**config.mk**
```make
export PLATFORM = sky130hd
export DESIGN_NAME = ser5_tx
export DESIGN_NICKNAME = d
export VERILOG_FILES = /design/src/rtl/ser5_tx.sv
export SDC_FILE = /design/constraint.sdc
export NUM_CORES = 1
export LEC_CHECK = 0
export BUFFER_PORTS_ARGS = -buffer_cell sky130_fd_sc_hd__buf_2
export CORE_AREA = 2 2 39 41
export CTS_CLUSTER_SIZE = 10
export DETAILED_ROUTE_END_ITERATION = 6
export DIE_AREA = 0 0 41 43
export GPL_ROUTABILITY_DRIVEN = 0
export PLACE_DENSITY = 0.64
export SLEW_MARGIN = 20
export SYNTH_ARGS = -nofsm -noshare
export SYNTH_HDL_FRONTEND = slang
export SYNTH_SLANG_ARGS = --single-unit
```
**constraint.sdc**
```tcl
create_clock -name clk -period 1.4 [get_ports clk]
set_input_delay 0.14 -clock clk [delete_from_list [all_inputs] [get_ports clk]]
set_output_delay 0.14 -clock clk [all_outputs]
set_load 0.1 [all_outputs]
```
**src/rtl/ser5_tx.sv**
```systemverilog
// Parallel-in/serial-out transmitter, MSB first, one bit per clk; first bit 1 cycle after handshake.
// Backpressure: ready only in IDLE, the last SHIFT cycle (GAP=0) or the last GAP cycle.
module ser5_tx #(
  parameter int WIDTH = 5,
  parameter int GAP   = 0
) (
  input  logic             clk,
  input  logic             clear,
  input  logic [WIDTH-1:0] data,
  input  logic             valid,
  output logic             ready,
  output logic             out,
  output logic             shifting,
  output logic             word_done
);

  localparam int BW = $clog2(WIDTH);
  localparam logic [BW-1:0] BIT_LAST = BW'(WIDTH - 1);
  localparam logic [2:0]    GAP_LAST = 3'((GAP > 0) ? GAP - 1 : 0);

  typedef enum logic [1:0] {
    S_IDLE,
    S_SHIFT,
    S_GAP
  } state_t;

  state_t           state;
  logic [BW-1:0]    bit_cnt;
  logic [2:0]       gap_cnt;
  logic [WIDTH-1:0] sreg;
  logic             last_bit;
  logic             last_gap;
  logic             accept;

  always_comb begin
    last_bit = (state == S_SHIFT) && (bit_cnt == BIT_LAST);
    last_gap = (GAP > 0) && (state == S_GAP) && (gap_cnt == GAP_LAST);
    ready    = (state == S_IDLE) || (last_bit && (GAP == 0)) || last_gap;
    accept   = valid && ready && !clear;
  end

  // sreg holds the bits still to be sent, left-aligned; out already carries the current one
  always_ff @(posedge clk) begin
    if (clear) begin
      state     <= S_IDLE;
      bit_cnt   <= '0;
      gap_cnt   <= '0;
      sreg      <= '0;
      out       <= 1'b0;
      shifting  <= 1'b0;
      word_done <= 1'b0;
    end else if (accept) begin
      state     <= S_SHIFT;
      bit_cnt   <= '0;
      gap_cnt   <= '0;
      sreg      <= {data[WIDTH-2:0], 1'b0};
      out       <= data[WIDTH-1];
      shifting  <= 1'b1;
      word_done <= 1'b0;
    end else begin
      case (state)
        S_SHIFT: begin
          if (!last_bit) begin
            bit_cnt   <= bit_cnt + 1'b1;
            out       <= sreg[WIDTH-1];
            sreg      <= {sreg[WIDTH-2:0], 1'b0};
            word_done <= (bit_cnt == BIT_LAST - 1'b1);
          end else begin
            bit_cnt   <= '0;
            gap_cnt   <= '0;
            out       <= 1'b0;
            shifting  <= 1'b0;
            word_done <= 1'b0;
            if (GAP > 0) state <= S_GAP;
            else         state <= S_IDLE;
          end
        end
        S_GAP: begin
          if (!last_gap) begin
            gap_cnt <= gap_cnt + 1'b1;
          end else begin
            gap_cnt <= '0;
            state   <= S_IDLE;
          end
        end
        default: begin
          state     <= S_IDLE;
          out       <= 1'b0;
          shifting  <= 1'b0;
          word_done <= 1'b0;
        end
      endcase
    end
  end

endmodule

```
== Yosys cells after proc, flatten, opt, wreduce, memory -nomap -nowiden ==
Cells that the tools add are included.

* Add/sub/neg operators: 1
* Eq/ne operators: 8
* Mux-type cells: 15
* Bitwise gates (word level): 1
* Reduce and logical (&&, ||, !) cells: 11

{| class="wikitable"
|+ Operator list
! kind !! number
|-
| 5-bit two-way mux || 3
|-
| 1-bit two-way mux || 6
|-
| 1-bit case mux with 2 select lines || 3
|-
| 2-bit AND reduction || 3
|-
| 2-bit != test (second input constant) || 2
|-
| 2-bit case mux with 2 select lines || 1
|-
| 3-bit by 1-bit adder with 3-bit output (second input constant) || 1
|-
| 3-bit by 2-bit == test with 1-bit output (second input constant) || 1
|-
| 3-bit == test (second input constant) || 1
|-
| 1-bit logical AND || 3
|-
| 3-bit two-way mux || 1
|-
| 3-bit != test (second input constant) || 1
|-
| 2-bit by 1-bit == test with 1-bit output (second input constant) || 1
|-
| 2-bit == test (second input constant) || 1
|-
| 2-bit zero test || 1
|-
| 2-bit two-way mux || 1
|-
| 2-bit by 1-bit != test with 1-bit output (second input constant) || 1
|-
| 2-bit nonzero test || 1
|-
| 2-bit OR reduction || 1
|-
| 1-bit zero test || 1
|-
| 1-bit logical OR || 1
|-
| 1-bit inverter || 1
|}

* Register bits after elaboration: 12
* Bits of input ports: 8
* Output and inout port bits: 4

== Longest topological paths before layout ==
Gate-level depths: netlist of the first run.

* Depth in word-level cells: 7
* Gate-level depth with buffers: 5

== Worst setup path before layout of the first run ==
Ideal clock, no wire load.

* Kind: reg-to-reg
* Start point: register, netlist name shifting
* End point: register sreg[2]
* Arrival: 1.787 ns
* Data required time: 1.305 ns
* Setup slack: -0.483 ns
* Stages on the path, launching flop included: 4
* Buffers on the path: 0
* Cells stage by stage: dfxtp_1 -> a21boi_4 -> inv_4 -> a221oi_1

{| class="wikitable"
|+ RTL lines
! what !! line !! text
|-
| end signal: assignment || 56 || <nowiki>sreg <= {data[WIDTH-2:0], 1'b0};</nowiki>
|-
| end signal: assignment || 66 || <nowiki>sreg <= {sreg[WIDTH-2:0], 1'b0};</nowiki>
|-
| end: declaration || 30 || <nowiki>logic [WIDTH-1:0] sreg;</nowiki>
|}

== Worst setup path in the final report of the first run ==
* Start point: register bit_cnt[1]
* End point: output ready

* Longest elaborated chain between the ends: 3

{| class="wikitable"
|+ RTL lines
! what !! line !! text
|-
| start: declaration || 28 || <nowiki>logic [BW-1:0] bit_cnt;</nowiki>
|-
| start signal: assignment || 64 || <nowiki>bit_cnt <= bit_cnt + 1'b1;</nowiki>
|-
| 3-bit == test || 36 || <nowiki>last_bit = (state == S_SHIFT) && (bit_cnt == BIT_LAST);</nowiki>
|-
| 1-bit logical AND || 36 ||
|-
| 1-bit logical OR || 38 || <nowiki>ready = (state == S_IDLE) || (last_bit && (GAP == 0)) || last_gap;</nowiki>
|-
| end: declaration || 11 || <nowiki>output logic ready,</nowiki>
|}

Every way passes these cells.

==> flow_metrics.py, run 1 <==
metrics = {
    "outcome": {
        "status": "finished, final reports clean",
    },
    "worst_setup_path": {
        "r2r_slack_ns": 0.13,
        "crit_family": "flip-flops",
        "criticalPathCategory": "flip-flop to output port",
        "arrival_ns": 1.20,
        "cp-end-kind": "output port",
        "startpoint_type": "flip-flop",
        "path_cells": "inv_2 -> ha_4 -> a21boi_4 -> inv_4 -> buf_12",
        "cp.required_ns": 1.26,
        "worstSetupPathDepth": 5,
        "slowest_stage": "dfxtp_2",
        "slowest_delay_ns": 0.34,
        "path_buf_inv": 3,
        "critical_path_peak_fanout": 4,
        "r2r_cells": 6,
    },
    "final_layout": {
        "antennaDiodeCount": 0,
        "drive_gt1_share_pct": 44.4,
        "final_core_util_pct": 46.6,
        "area_growth_pct": 35.2,
        "final_nets": 75,
    },
    "logic_synthesis": {
        "synth_top_area_share_pct": 42.0,
        "ys.flop_type": "dfxtp_1",
        "post-synth-top-count-cell": "dfxtp_1",
        "synth.area.top_cells": "dfxtp_1 (42%), mux2i_1 (10%), ha_1 (7.9%)",
        "yosys-top-cells-count": "dfxtp_1 (10), mux2i_1 (5), a221oi_1 (4), inv_1 (4)",
        "synth_edf_count": 0,
        "ys_ff_latch": 10,
        "yosys.area.top_type": "dfxtp_1",
        "yosysSeqAreaShare_pct": 42.0,
        "synth_nets": 56,
        "yosysWarnings": 0,
        "synth_cell_types": 19,
        "async_reset_ff_share_pct": 0,
        "synthCells": 45,
        "netlist_area_um2": 477,
        "synth.avg_cell_area_um2": 10.6,
    },
    "power": {
        "p_leak_nw": 0.283,
        "ir_worst_vdd_uv": 503,
        "pwr_density_cell_nw_per_um2": 1100,
        "power_mw": 0.711,
    },
    "global_routing": {
        "grt-ovfl-total": 0,
        "grt_pass1_vias": 357,
        "grt_pass1_wl_um": 1440,
        "grtUsageTotal_pct": 12.2,
        "antenna_found_initial": 0,
        "grt_max_degree": 14,
    },
    "sta": {
        "max_freq_mhz": 745,
        "worstMarginPinSlew_ns": 0.487,
        "clock_skew_ns": 0.00430,
        "fin_crit_ns": 1.34,
        "rsz0062_at_grt": "true",
        "holdWs_ns": 0.144,
        "tns_ns": 0,
        "finalSetupViolations": 0,
        "post-route-period-util_pct": 95.9,
        "slew_headroom_pct": 67.8,
        "drv_slew": 0,
        "finalHoldViolations": 0,
    },
    "cts": {
        "postCtsHoldBufs": 0,
        "path_clk_slew_ns": 0.06,
        "h-tree-depth": 1,
        "clkLatencyLatePin_ns": 0.26,
        "cts_buffer_depth": 2,
        "cts_buffers": 3,
        "cts-root-buf": "clkbuf_4",
        "cts_sinks": 10,
        "cts_tree": "done",
    },
    "route": {
        "initialDrtViolationCount": 3,
        "vias_per_cell": 4.84,
        "drt_pass1_iterations": 2,
        "vias": 382,
        "routedWlPerCell_um": 10.8,
        "drcViolationCount": 0,
        "routed_wl_um": 853,
        "postRouteAntennaNets": 0,
    },
    "hold_path": {
        "hp-class": "primary input to flip-flop",
        "holdPathStages": 3,
    },
    "place": {
        "hpwlAfterDp_um": 623,
        "numPortBuffers": 11,
    },
    "job": {
        "drv_cap": 0,
    },
    "floorplanning": {
        "dieArea_um2": 1760,
        "io_pins": 12,
        "num_rows": 14,
        "die_h_um": 43,
        "core_area_um2": 1380,
        "die_w_um": 41,
        "start_util_pct": 34.4,
    },
}
[sequential cells by signal (all words and copies together) (netlist names)]
name and cells:
sreg 4, bit_cnt 3, out 1, shifting 1, word_done 1
[through the flow]
stage	setup WS, ns	cells	area, um2
after global placement	0.0721	71	548
after detailed placement	0.0542	71	548
after floorplan	0.0463	45	480
after CTS	0.000302	77	618
final	0.0573	79	644
after global routing	-0.0132	79	644
[layout make-up]
type / count / area [um2]
inverters: 5 / 21.3
clock buffers: 4 / 36.3
repair buffers: 16 / 108
well taps: 16 / 20.0
multi-input cells: 28 / 253
fillers: 127 / 739
flip-flops and latches: 10 / 206
[worst min-delay path, stage by stage]
cell and delay (ns):
buf_2 0.09, nand3b_1 0.06, mux2i_1 0.06
[kinds of logic (layout without fill, tap and decap cells)]
| group | after synthesis | in the layout | synth area share (%) |
|---|---|---|---|
| DFF | 10 | 10 | 42.0 |
| muxes | 5 | 5 | 10.5 |
| buffers and inverters | 7 | 25 | 7.61 |
| and+or+nand+nor | 12 | 12 | 17.1 |
| AOI/OAI and AO/OA | 8 | 8 | 15.0 |
| adders and majority gates | 3 | 3 | 7.87 |
[placed cells by master, fill, tap and decap left out]
master    synthesis  routed
nor3b_1           1       1
or4b_1            2       2
dfxtp_1          10       7
inv_1             4       2
clkbuf_4          0       3
nor2b_1           3       3
nand3b_1          1       1
nand2b_1          3       3
inv_4             1       1
ha_4              0       1
mux2i_1           5       5
dfxtp_4           0       1
clkbuf_8          0       1
dfxtp_2           0       2
ha_1              3       2
inv_2             0       2
a221oi_1          4       4
o21ai_1           1       1
o31ai_1           1       1
buf_4             0       5
nand2_1           1       1
a21oi_1           1       1
nor3_1            1       1
a21boi_4          1       1
buf_12            0       1
buf_2             0      10
[what timing repair did]
| action | CTS | global route |
|---|---|---|
| pin swaps | 1 | 2 |
| gates resized for setup | 6 | 4 |
| endpoints found under the setup margin | 1 | 1 |
| setup buffers | 2 | 2 |
[final timing paths]
kind                   start  endpoint
setup reg to reg  bit_cnt[1]   sreg[2]
setup / recovery  bit_cnt[1]     ready
hold reg to reg      sreg[4]       out
hold / removal       data[4]       out
[report_power, final]
group / leakage, nW / switching [mW] / internal [mW]
combinational: 0.179 / 0.0871 / 0.0616
sequential: 0.0835 / 0.0104 / 0.301
clock: 0.0210 / 0.0925 / 0.158
total: 0.283 / 0.190 / 0.521
[layer usage]
layer	part of all wire (%)	vias to the layer above	GRT usage, %	wire length [um]
met3	6.4	2	6.28	55
met2	49	11	19.1	415
met5	0	-	0	0
met4	1.5	0	4.00	13
met1	43	172	13.7	367
li1	-	197	-	-
Note: power is estimated with default switching activity, not from simulation.
==> run 2, diff against run 1 <==
Settings changed: CELL_PAD_IN_SITES_DETAIL_PLACEMENT set to 1, CELL_PAD_IN_SITES_GLOBAL_PLACEMENT set to 1, CORE_AREA 2 2 39 41 to not set, CORE_MARGIN set to 1.5, CORE_UTILIZATION set to 36, CTS_CLUSTER_SIZE 10 to not set, DIE_AREA 0 0 41 43 to not set, PLACE_DENSITY 0.64 to 0.78.
==> flow_metrics.py, run 2 (synthesized netlist as in run 1, its figures left out) <==
metrics = {
    "outcome": {
        "status": "finished, final reports clean",
    },
    "sta": {
        "rsz0062_at_grt": "true",
        "fin_crit_ns": 1.37,
        "post-route-period-util_pct": 97.7,
        "finalSetupViolations": 0,
        "slew_headroom_pct": 67.7,
        "max_freq_mhz": 731,
        "clock_skew_ns": 0.00130,
        "finalHoldViolations": 0,
        "worstMarginPinSlew_ns": 0.487,
        "drv_slew": 0,
    },
    "final_layout": {
        "layout.filler_cells": 135,
        "drive_gt1_share_pct": 42.6,
        "fin_area_um2": 627,
        "final_common_cell": "buf_2",
        "final_cell_mix": "buf_2 (10), dfxtp_1 (7), mux2i_1 (5), a221oi_1 (4)",
        "final_nets": 73,
        "reg_top3": "sreg (4), bit_cnt (3)",
        "antennaDiodeCount": 0,
        "largest_reg_flops": 4,
        "area_growth_pct": 31.5,
        "top_register": "sreg",
    },
    "worst_setup_path": {
        "cp.required_ns": 1.26,
        "r2r_slack_ns": 0.08,
        "critical_path_peak_fanout": 3,
        "reg2reg_to": "sreg[2]",
        "r2r_start": "bit_cnt[1]",
        "criticalPathCategory": "flip-flop to output port",
        "cp-end-kind": "output port",
        "arrival_ns": 1.23,
        "startpoint_type": "flip-flop",
        "r2r_cells": 6,
    },
    "route": {
        "vias": 382,
        "drcViolationCount": 0,
        "wl_met3_um": 44,
        "met2_length_um": 484,
        "routedWlPerCell_um": 13.4,
        "wl_met1_um": 475,
        "postRouteAntennaNets": 0,
        "vias_per_cell": 5.09,
        "initialDrtViolationCount": 1,
        "highest_layer": "met3",
        "drt_pass1_iterations": 3,
        "routed_wl_um": 1010,
    },
    "power": {
        "power_mw": 0.722,
        "pwr_density_cell_nw_per_um2": 1150,
        "internal_power_mw": 0.516,
        "p_seq_share_pct": 43.3,
        "p_leak_nw": 0.274,
        "pwr-share-comb_pct": 20.1,
        "p_sw_mw": 0.206,
        "clkPwrFrac_pct": 36.6,
        "netSwitchingFraction_pct": 28.5,
        "ir_worst_vdd_uv": 548,
    },
    "place": {
        "hpwlAfterDp_um": 734,
        "postPlaceCellArea_um2": 546,
        "numPortBuffers": 11,
    },
    "cts": {
        "cts_buffer_depth": 2,
        "cts_tree": "done",
        "cts-root-buf": "clkbuf_4",
        "clkLatencyLatePin_ns": 0.26,
        "cts_sinks": 10,
        "postCtsHoldBufs": 0,
        "path_clk_slew_ns": 0.07,
        "h-tree-depth": 1,
        "cts_buffers": 3,
    },
    "hold_path": {
        "holdPathStages": 3,
        "holdPathEnd": "out",
        "hold_start": "data[4]",
        "hp-class": "primary input to flip-flop",
    },
    "global_routing": {
        "grt-ovfl-total": 0,
        "grt_pass1_vias": 393,
        "grtUsageTotal_pct": 16.1,
        "antenna_found_initial": 0,
        "grt_max_degree": 14,
        "grt_pass1_wl_um": 1640,
    },
    "floorplanning": {
        "core_area_um2": 1170,
        "io_pins": 12,
        "dieArea_um2": 1550,
        "die_h_um": 39.4,
        "die_w_um": 39.4,
        "num_rows": 12,
        "start_util_pct": 40.7,
    },
    "job": {
        "drv_cap": 0,
    },
}
==> run 2: cell count changes in the layout (fill, tap and decap cells not counted) <==
cell and change:
buf_4 -2
==> run 2: worst max path at each step <==
stage              end  slack (ns)  cells past startpoint        from
4_1_cts          ready        0.03                      5  bit_cnt[1]
5_1_grt          ready      -0.008                      5  bit_cnt[0]
6_report         ready        0.03                      5  bit_cnt[1]
3_5_place_dp     ready        0.01                      5  bit_cnt[0]
3_3_place_gp     ready        0.07                      5  bit_cnt[0]
2_1_floorplan  sreg[2]        0.05                      5  bit_cnt[0]
==> run 2: worst max-delay path, stage by stage, from the launching register on <==
cell and delay (ns):
dfxtp_2 0.35, inv_2 0.05, ha_4 0.16, a21boi_4 0.19, inv_4 0.06, buf_12 0.16
==> run 2: layout make-up <==
type	instances	area [um2]	area share (%)
clock buffers	4	36.3	5.79
multi-input cells	28	253	40.3
repair buffers	14	92.6	14.8
well taps	14	17.5	2.79
inverters	5	21.3	3.39
flip-flops and latches	10	206	32.9
==> run 2: per-stage QoR <==
stage	instances	hold slack [ns]	worst slack (ns)	utilization, %	TNS (ns)
finish	75	0.140	0.0324	53.5	0
global route	75	0.146	-0.00762	53.5	-0.00762
CTS	75	0.138	0.0260	52.7	0
detailed placement	69	0.420	0.00992	46.6	0
global placement	69	0.420	0.0740	46.6	0
floorplan	45	0.303	0.0463	-	0
==> run 2: timing repair <==
action	CTS	global route
setup endpoints to repair	1	1
pin swaps	1	1
setup buffers	2	0
gates resized for setup	7	3
==> run 2: power groups by stage <==
stage | sequential [mW] | clock (mW) | combinational [mW]
finish | 0.313 | 0.264 | 0.145
global route | 0.315 | 0.283 | 0.156
CTS | 0.312 | 0.268 | 0.142
detailed placement | 0.319 | 0 | 0.125
global placement | 0.318 | 0 | 0.122
floorplan | 0.344 | 0 | 0.0703
==> run 2: routing by layer <==
layer / vias to the layer above / GRT usage, %
li1: 192 / -
met1: 181 / 18.1
met2: 9 / 28.3
met3: 0 / 3.41
met4: 0 / 7.76
met5: - / 0
==> run 3, diff against run 2 <==
Settings changed: CELL_PAD_IN_SITES_DETAIL_PLACEMENT 1 to not set, CELL_PAD_IN_SITES_GLOBAL_PLACEMENT 1 to not set, CORE_UTILIZATION 36 to 27, PLACE_DENSITY 0.78 to 0.52.
==> flow_metrics.py, run 3 (synthesized netlist as in run 1, its figures left out) <==
metrics = {
    "outcome": {
        "status": "finished, final reports clean",
    },
    "cts": {
        "h-tree-depth": 1,
        "cts_sinks": 10,
        "cts_buffers": 3,
        "cts_buffer_depth": 2,
        "clkLatencyLatePin_ns": 0.27,
        "path_clk_slew_ns": 0.08,
        "cts_tree": "done",
        "cts-root-buf": "clkbuf_4",
    },
    "power": {
        "p_leak_nw": 0.285,
        "pwr_density_cell_nw_per_um2": 1130,
        "ir_worst_vdd_uv": 347,
    },
    "job": {
        "drv_cap": 0,
    },
    "global_routing": {
        "antenna_found_initial": 0,
        "grt_max_degree": 14,
        "grt_pass1_vias": 334,
        "grtUsageTotal_pct": 10.9,
        "grt-ovfl-total": 0,
        "grt_pass1_wl_um": 1520,
    },
    "route": {
        "initialDrtViolationCount": 2,
        "postRouteAntennaNets": 0,
        "vias": 387,
        "drt_pass1_iterations": 4,
        "routedWlPerCell_um": 12.5,
        "drcViolationCount": 0,
        "routed_wl_um": 998,
        "vias_per_cell": 4.84,
    },
    "floorplanning": {
        "die_w_um": 45.0,
        "num_rows": 15,
        "core_area_um2": 1690,
        "dieArea_um2": 2030,
        "start_util_pct": 28.2,
        "io_pins": 12,
        "die_h_um": 45.0,
    },
    "worst_setup_path": {
        "slowest_delay_ns": 0.33,
        "cp-end-kind": "output port",
        "cp.required_ns": 1.26,
        "path_cells": "inv_1 -> ha_4 -> a21boi_4 -> inv_4 -> buf_12",
        "criticalPathCategory": "flip-flop to output port",
        "slowest_stage": "dfxtp_2",
        "critical_path_peak_fanout": 2,
        "worstSetupPathDepth": 5,
        "startpoint_type": "flip-flop",
        "crit_family": "flip-flops",
        "r2r_cells": 5,
        "path_buf_inv": 3,
        "arrival_ns": 1.22,
    },
    "sta": {
        "holdWs_ns": 0.136,
        "worstMarginPinSlew_ns": 0.483,
        "finalSetupViolations": 0,
        "finalHoldViolations": 0,
        "slew_headroom_pct": 68.0,
        "drv_slew": 0,
        "max_freq_mhz": 734,
        "clock_skew_ns": 0.00594,
        "fin_crit_ns": 1.36,
        "post-route-period-util_pct": 97.3,
    },
    "place": {
        "numPortBuffers": 11,
        "hpwlAfterDp_um": 638,
        "numPlacedInstances": 72,
    },
    "final_layout": {
        "final_common_cell": "buf_2",
        "fin_cells": 80,
        "largest_reg_flops": 4,
        "final_cell_mix": "buf_2 (10), dfxtp_1 (7), mux2i_1 (5), buf_4 (5), a221oi_1 (4)",
        "final_nets": 75,
        "top_register": "sreg",
        "area_growth_pct": 35.4,
        "reg_top3": "sreg (4), bit_cnt (3)",
        "drive_gt1_share_pct": 42.9,
        "antennaDiodeCount": 0,
    },
    "hold_path": {
        "hp-class": "primary input to flip-flop",
        "holdPathStages": 3,
    },
}
-- run 3: changes by cell type in the layout (fill, tap and decap cells not counted) --
cell,previous run,this run
buf_4,3,5
inv_1,2,3
inv_2,2,1
-- run 3: layer usage --
layer / wire (um) / GRT usage (%) / vias up
li1: - / - / 196
met5: 0 / 0 / -
met4: 14 / 8.82 / 0
met2: 478 / 16.3 / 9
met3: 29 / 2.40 / 2
met1: 475 / 13.4 / 180
-- run 3: final timing paths --
| path | from | endpoint | slack [ns] |
|---|---|---|---|
| worst max register to register | bit_cnt[0] | bit_cnt[2] | 0.07 |
| worst max-delay path | bit_cnt[0] | ready | 0.04 |
| worst min-delay path | data[4] | out | 0.14 |
| worst min register to register | sreg[4] | out | 0.48 |
-- run 3: cell type report --
class / count / area, um2
fillers: 175 / 1040
multi-input cells: 28 / 253
flip-flops and latches: 10 / 206
repair buffers: 16 / 108
clock buffers: 4 / 36.3
inverters: 5 / 21.3
well taps: 17 / 21.3
-- run 3: metrics by stage --
stage                     setup slack, ns  utilization (%)  TNS [ns]  area (um2)  power [mW]
after global routing             -0.00684             38.2  -0.00684         646       0.763
after floorplan                    0.0463                -         0         480       0.415
after detailed placement           0.0292             32.5         0         549       0.442
after CTS                          0.0324             36.7         0         621       0.731
after global placement             0.0656             32.5         0         549       0.441
final                              0.0384             38.2         0         646       0.730
-- run 3: timing repair --
item                                    4_1_cts  5_1_grt
pin swaps                                     1        2
endpoints found under the setup margin        1        1
buffers inserted                              2        2
resized for setup                             7        2
hold buffers                                  0        0
-- run 3: power breakdown --
part | leakage [nW] | switching [mW] | total [mW] | internal [mW]
registers | 0.0835 | 0.0104 | 0.311 | 0.301
logic | 0.180 | 0.0892 | 0.150 | 0.0604
clock network | 0.0210 | 0.111 | 0.269 | 0.158
total | 0.285 | 0.210 | 0.730 | 0.519
-- run 3: worst min-delay path, stage by stage --
cell and delay (ns):
buf_2 0.09, nand3b_1 0.07, mux2i_1 0.06
